File: src/rtl/video_pll_pkg.sv
// Video rPLL mode table, divider-code encoders and sequencer state type.
package video_pll_pkg;

  typedef logic [1:0] mode_t;

  typedef enum logic [1:0] {
    ST_APPLY     = 2'd0,
    ST_WAIT_LOCK = 2'd1,
    ST_RUN       = 2'd2
  } state_t;

  typedef struct packed {
    logic [5:0] idiv_sel;
    logic [5:0] fbdiv_sel;
    logic [5:0] odiv_code;
  } mode_cfg_t;

  localparam mode_cfg_t MODE0_CFG = '{idiv_sel: 6'd3,  fbdiv_sel: 6'd14, odiv_code: 6'd8};
  localparam mode_cfg_t MODE1_CFG = '{idiv_sel: 6'd19, fbdiv_sel: 6'd20, odiv_code: 6'd32};
  localparam mode_cfg_t MODE2_CFG = '{idiv_sel: 6'd2,  fbdiv_sel: 6'd4,  odiv_code: 6'd16};
  localparam mode_cfg_t MODE3_CFG = '{idiv_sel: 6'd9,  fbdiv_sel: 6'd26, odiv_code: 6'd8};

  function automatic mode_cfg_t mode_cfg(input mode_t m);
    case (m)
      2'd0:    mode_cfg = MODE0_CFG;
      2'd1:    mode_cfg = MODE1_CFG;
      2'd2:    mode_cfg = MODE2_CFG;
      default: mode_cfg = MODE3_CFG;
    endcase
  endfunction

  // The rPLL dynamic select ports take the inverted divider setting.
  function automatic logic [5:0] enc_idsel(input mode_t m);
    mode_cfg_t c;
    c = mode_cfg(m);
    enc_idsel = ~c.idiv_sel;
  endfunction

  function automatic logic [5:0] enc_fbdsel(input mode_t m);
    mode_cfg_t c;
    c = mode_cfg(m);
    enc_fbdsel = ~c.fbdiv_sel;
  endfunction

  function automatic logic [5:0] enc_odsel(input mode_t m);
    mode_cfg_t c;
    c = mode_cfg(m);
    enc_odsel = c.odiv_code;
  endfunction

endpackage

File: src/rtl/sync_2ff.sv
// Two-flop synchronizer for a single asynchronous level.
module sync_2ff (
  input  logic clk,
  input  logic rst_n,
  input  logic d,
  output logic q
);

  logic meta;

  always_ff @(posedge clk or negedge rst_n) begin
    if (!rst_n) begin
      meta <= 1'b0;
      q    <= 1'b0;
    end else begin
      meta <= d;
      q    <= meta;
    end
  end

endmodule

File: src/rtl/pll_mode_sequencer.sv
// Video rPLL sequencer: applies divider codes, waits for stable lock, gates pixel reset.
//   state        | meaning
//   ST_APPLY     | pll_reset held high, codes of current_mode on the select ports
//   ST_WAIT_LOCK | PLL released, waiting for a stable synced lock or timeout
//   ST_RUN       | locked, pixel pipeline out of reset, accepting mode requests
module pll_mode_sequencer
  import video_pll_pkg::*;
#(
  parameter mode_t       DEFAULT_MODE        = 2'd0,
  parameter int unsigned RESET_HOLD_CYCLES   = 16,
  parameter int unsigned LOCK_STABLE_CYCLES  = 1024,
  parameter int unsigned LOCK_TIMEOUT_CYCLES = 48000
) (
  input  logic       clk,
  input  logic       rst_n,
  input  logic [1:0] mode_sel,
  input  logic       mode_req,
  output logic       mode_ack,
  output logic       busy,
  output logic [1:0] current_mode,
  input  logic       pll_lock,
  output logic       pll_reset,
  output logic [5:0] pll_idsel,
  output logic [5:0] pll_fbdsel,
  output logic [5:0] pll_odsel,
  output logic       video_rst_n,
  output logic       lock_err
);

  localparam int HOLD_W   = $clog2(RESET_HOLD_CYCLES + 1);
  localparam int STABLE_W = $clog2(LOCK_STABLE_CYCLES + 1);
  localparam int TMO_W    = $clog2(LOCK_TIMEOUT_CYCLES + 1);

  localparam logic [HOLD_W-1:0]   HOLD_LOAD   = HOLD_W'(RESET_HOLD_CYCLES - 1);
  localparam logic [STABLE_W-1:0] STABLE_LAST = STABLE_W'(LOCK_STABLE_CYCLES - 1);
  localparam logic [TMO_W-1:0]    TMO_LOAD    = TMO_W'(LOCK_TIMEOUT_CYCLES - 1);

  logic lock_s;

  sync_2ff u_lock_sync (
    .clk   (clk),
    .rst_n (rst_n),
    .d     (pll_lock),
    .q     (lock_s)
  );

  state_t              state, state_nxt;
  logic [HOLD_W-1:0]   hold_cnt, hold_nxt;
  logic [STABLE_W-1:0] stable_cnt, stable_nxt;
  logic [TMO_W-1:0]    tmo_cnt, tmo_nxt;
  logic                lock_low, lock_low_nxt;
  logic                ack_pend, ack_pend_nxt;
  mode_t               mode_nxt;
  logic                load_codes;
  logic                pll_reset_nxt, video_rst_n_nxt, busy_nxt, ack_nxt, lock_err_nxt;
  logic [5:0]          idsel_nxt, fbdsel_nxt, odsel_nxt;

  always_comb begin
    state_nxt       = state;
    hold_nxt        = hold_cnt;
    stable_nxt      = stable_cnt;
    tmo_nxt         = tmo_cnt;
    lock_low_nxt    = 1'b0;
    ack_pend_nxt    = ack_pend;
    mode_nxt        = current_mode;
    load_codes      = 1'b0;
    pll_reset_nxt   = pll_reset;
    video_rst_n_nxt = video_rst_n;
    busy_nxt        = busy;
    ack_nxt         = 1'b0;
    lock_err_nxt    = lock_err;

    case (state)
      ST_APPLY: begin
        if (hold_cnt == '0) begin
          state_nxt     = ST_WAIT_LOCK;
          pll_reset_nxt = 1'b0;
          stable_nxt    = '0;
          tmo_nxt       = TMO_LOAD;
        end else begin
          hold_nxt = hold_cnt - 1'b1;
        end
      end

      ST_WAIT_LOCK: begin
        stable_nxt = lock_s ? stable_cnt + 1'b1 : '0;
        tmo_nxt    = tmo_cnt - 1'b1;
        // Reaching the stable threshold takes priority over an expiring timeout.
        if (lock_s && stable_cnt == STABLE_LAST) begin
          state_nxt       = ST_RUN;
          video_rst_n_nxt = 1'b1;
          busy_nxt        = 1'b0;
          lock_err_nxt    = 1'b0;
          ack_nxt         = ack_pend;
          ack_pend_nxt    = 1'b0;
        end else if (tmo_cnt == '0) begin
          state_nxt     = ST_APPLY;
          lock_err_nxt  = 1'b1;
          pll_reset_nxt = 1'b1;
          hold_nxt      = HOLD_LOAD;
          load_codes    = 1'b1;
        end
      end

      ST_RUN: begin
        lock_low_nxt = ~lock_s;
        if (!lock_s && lock_low) begin
          state_nxt       = ST_WAIT_LOCK;
          video_rst_n_nxt = 1'b0;
          busy_nxt        = 1'b1;
          stable_nxt      = '0;
          tmo_nxt         = TMO_LOAD;
        end else if (mode_req) begin
          if (mode_sel != current_mode) begin
            state_nxt       = ST_APPLY;
            mode_nxt        = mode_sel;
            load_codes      = 1'b1;
            video_rst_n_nxt = 1'b0;
            busy_nxt        = 1'b1;
            pll_reset_nxt   = 1'b1;
            hold_nxt        = HOLD_LOAD;
            ack_pend_nxt    = 1'b1;
          end else begin
            ack_nxt = 1'b1;
          end
        end
      end

      default: begin
        state_nxt     = ST_APPLY;
        pll_reset_nxt = 1'b1;
        hold_nxt      = HOLD_LOAD;
        load_codes    = 1'b1;
      end
    endcase

    idsel_nxt  = load_codes ? enc_idsel(mode_nxt)  : pll_idsel;
    fbdsel_nxt = load_codes ? enc_fbdsel(mode_nxt) : pll_fbdsel;
    odsel_nxt  = load_codes ? enc_odsel(mode_nxt)  : pll_odsel;
  end

  always_ff @(posedge clk or negedge rst_n) begin
    if (!rst_n) begin
      state        <= ST_APPLY;
      hold_cnt     <= HOLD_LOAD;
      stable_cnt   <= '0;
      tmo_cnt      <= TMO_LOAD;
      lock_low     <= 1'b0;
      ack_pend     <= 1'b0;
      current_mode <= DEFAULT_MODE;
      pll_reset    <= 1'b1;
      video_rst_n  <= 1'b0;
      busy         <= 1'b1;
      mode_ack     <= 1'b0;
      lock_err     <= 1'b0;
      pll_idsel    <= enc_idsel(DEFAULT_MODE);
      pll_fbdsel   <= enc_fbdsel(DEFAULT_MODE);
      pll_odsel    <= enc_odsel(DEFAULT_MODE);
    end else begin
      state        <= state_nxt;
      hold_cnt     <= hold_nxt;
      stable_cnt   <= stable_nxt;
      tmo_cnt      <= tmo_nxt;
      lock_low     <= lock_low_nxt;
      ack_pend     <= ack_pend_nxt;
      current_mode <= mode_nxt;
      pll_reset    <= pll_reset_nxt;
      video_rst_n  <= video_rst_n_nxt;
      busy         <= busy_nxt;
      mode_ack     <= ack_nxt;
      lock_err     <= lock_err_nxt;
      pll_idsel    <= idsel_nxt;
      pll_fbdsel   <= fbdsel_nxt;
      pll_odsel    <= odsel_nxt;
    end
  end

endmodule

File: config.mk
export PLATFORM = sky130hd
export DESIGN_NAME = pll_mode_sequencer
export DESIGN_NICKNAME = d
export VERILOG_FILES = /design/src/rtl/video_pll_pkg.sv /design/src/rtl/sync_2ff.sv /design/src/rtl/pll_mode_sequencer.sv
export SDC_FILE = /design/constraint.sdc
export NUM_CORES = 1
export LEC_CHECK = 0
export CAP_MARGIN = 20
export CORE_UTILIZATION = 51
export CTS_CLUSTER_SIZE = 10
export DETAILED_ROUTE_END_ITERATION = 10
export PLACE_DENSITY_LB_ADDON = 0.08
export SLEW_MARGIN = 20
export SYNTH_ARGS = -nofsm -noshare
export SYNTH_HDL_FRONTEND = slang
export SYNTH_SLANG_ARGS = --single-unit
File: constraint.sdc
create_clock -name clk -period 2.2 [get_ports clk]
set_input_delay 0.22 -clock clk [delete_from_list [all_inputs] [get_ports clk]]
set_output_delay 0.22 -clock clk [all_outputs]
set_load 0.02 [all_outputs]
==> results.toml <==
[floorplan]
io_pins = 31
row_count = 27
die_y_um = 79.1
core-area_um2 = 5610
die-area_um2 = 6260
die_w_um = 79.1
initial_core_util = 0.541

[global_routing]
grt_pass1_wl_mm = 10.1
grt_use_total = 0.205
antenna_found_initial = 0
first_global_vias = 2143
grt_overflow = 0
grt_max_degree = 54

[synthesis]
async_flop_share = 1.00
synth_warnings = 0
syn_area_um2 = 3030
yosysSeqAreaShare = 0.447
synth.distinct_cells = 61
synth_most_common_cell = "nor2_1"
yosys-top-cells-count = "nor2_1 (33), dfrtp_1 (30), dfstp_2 (23)"
synth_top_area_share = 0.247
yosys_most_used_dff = "dfrtp_1"
synth-edff-count = 0
yosys.area.top_type = "dfrtp_1"
syn_area_per_cell_um2 = 10.0
synthCells = 302
synth.area.top_cells = "dfrtp_1 (25%), dfstp_2 (20%), ha_1 (4.5%), nor2_1 (4.1%), a21oi_1 (3.3%)"
ys_ff_latch = 53

[worst_setup_path]
startpoint = "stable_cnt[0]"
crit_family = "compound AO/OA/AOI/OAI gates"
critPathSlowestCell = "o41ai_4"
arrival_ns = 2.30
path_cells = "ha_1 -> nand3_1 -> o41ai_4 -> o221a_2 -> mux2_1"
worstPathMaxFanout = 5
rr_startpoint = "stable_cnt[0]"
start_kind = "flip-flop"
crit_cells = 5
ff2ff_path_depth = 5
worst-path-buf-inv = 0
required_ns = 2.39
crit_type = "reg2reg"
cp_slowest_stage_delay_ns = 0.59
endpoint_kind = "flip-flop"

[timing]
setup_viol_count_final = 0
period_minus_slack_ns = 2.11
setup_ws_ns = 0.0897
worst_clock_skew_ns = 0.00619
fmax_mhz = 474
worst_slew_pin_slew_ns = 0.673
hold_violations = 0
finalMaxSlewViolations = 0
tns_ns = 0
rsz0062_at_grt = "false"
slew_headroom = 0.551
hold_ws_ns = 0.00642
fin_crit_sh = 0.959

[clock_tree]
clk_pin_slew_ns = 0.10
cts_tree = "done"
cts_buffers = 5
cts_hold_buf = 0
htree_levels = 2
cts_sinks = 53
clk_latency_ns = 0.30
cts_max_path_buffers = 2
cts_root_buf = "clkbuf_8"

[detailed_routing]
finalWirelength_mm = 6.19
dr_total_vias = 2302
drt-vias-per-instance = 5.52
antenna_left = 0
wire_per_inst_um = 14.8
drc_errors = 0
drt_first_pass_iters = 4
drt_iter0_drc = 76

[placement]
portBuffers = 23
place_congestion = 0.784
pre_cts_ws_ns = 0.0378
dpl.hpwl_mm = 4.27
dpl.cell_count = 403

[hold_path]
hold_path.class = "in2async"

[final_layout]
syn_to_final_growth_pct = 17.1
final_net_count = 361
fillCellCount = 503
final_cells = 417
antenna_cells = 0
drive_above_1_share = 0.249

[power_and_ir_drop]
power_density_nw_per_um2 = 1020
vdd_drop_max_v = 0.000583
leakagePower_nw = 1.63

[outcome]
status = "completed"

[flow_run]
maxCapViolCount = 0
==> kinds of logic (layout without fill, tap and decap cells) <==
logic type / Yosys count / after routing / synth area share
multiplexers: 15 / 15 / 0.0553
XOR/XNOR: 2 / 2 / 0.00577
buffers and inverters: 36 / 73 / 0.0672
AND/OR/NAND/NOR: 103 / 103 / 0.198
flip-flops: 53 / 53 / 0.447
other: 2 / 7 / 0.00248
adder cells (fa/ha/maj): 11 / 11 / 0.0454
AO/OA/AOI/OAI: 80 / 81 / 0.180
==> flip-flops by register name, indices dropped and copies added, names as in the netlist <==
register          count
ack_pend              1
busy                  1
current_mode          2
hold_cnt              5
lock_err              1
lock_low              1
mode_ack              1
pll_fbdsel            2
pll_idsel             3
pll_odsel             3
pll_reset             1
stable_cnt           11
state                 2
tmo_cnt              16
u_lock_sync.meta      1
u_lock_sync.q         1
video_rst_n           1
==> repair_timing <==
| action | in CTS | in global routing |
|---|---|---|
| setup buffers | 0 | 5 |
| setup endpoints to repair | 0 | 30 |
| gates resized for setup | 0 | 11 |
==> layout by cell type, fill, tap and decap left out, drive strengths merged, types with 2 or more instances in the layout <==
master,instances
and3,5
nand4,3
xor2,2
nand4b,3
ha,11
nor3,7
conb,7
nand2,21
clkdlybuf4s50,22
clkbuf,6
a221o,2
inv,15
a21o,2
nor4,4
a21oi,21
nor2,34
a22o,4
clkinv,2
mux2,8
buf,28
nand2b,3
a31oi,10
o21ai,27
mux2i,7
o31ai,3
dfstp,23
nand3,14
a21boi,2
dfrtp,30
==> path summary, 6_finish.rpt <==
path                                    end  slack (ns)
setup / recovery                   state[0]        0.09
hold / removal                stable_cnt[5]       0.006
setup reg to reg                   state[0]        0.09
hold reg to reg               u_lock_sync.q        0.36
max in group asynchronous          state[0]        1.72
min in group clk           u_lock_sync.meta        0.35
==> per-layer routing <==
layer,share of wire,track usage,vias up
met5,0,0,-
met4,0.0082,0.0545,0
met3,0.026,0.0379,5
met2,0.47,0.339,34
met1,0.49,0.274,1109
li1,-,-,1154
==> area by class of cell <==
class	count	area, um^2	share of cell area
multi-input combinational	219	1530	0.430
clock inverter	2	10.0	0.00282
inverter	15	56.3	0.0158
sequential	53	1360	0.381
clock buffer	6	72.6	0.0204
timing repair buffer	50	443	0.125
tap	72	90.1	0.0254
==> per-stage QoR <==
stage,utilization,instance area [um^2],power (W)
floorplan,-,3050,0.00254
global placement,0.604,3390,0.00297
detailed placement,0.604,3390,0.00300
CTS,0.618,3470,0.00354
global route,0.634,3550,0.00386
finish,0.634,3550,0.00362
==> power by group <==
group | leakage, nW | internal, W | total (W) | switching, W
clock network | 0.0450 | 0.000222 | 0.000540 | 0.000318
logic | 0.939 | 0.000716 | 0.00158 | 0.000868
registers | 0.647 | 0.00128 | 0.00149 | 0.000217
total | 1.63 | 0.00222 | 0.00362 | 0.00140
No activity file was read; power rests on OpenSTA's default activity.
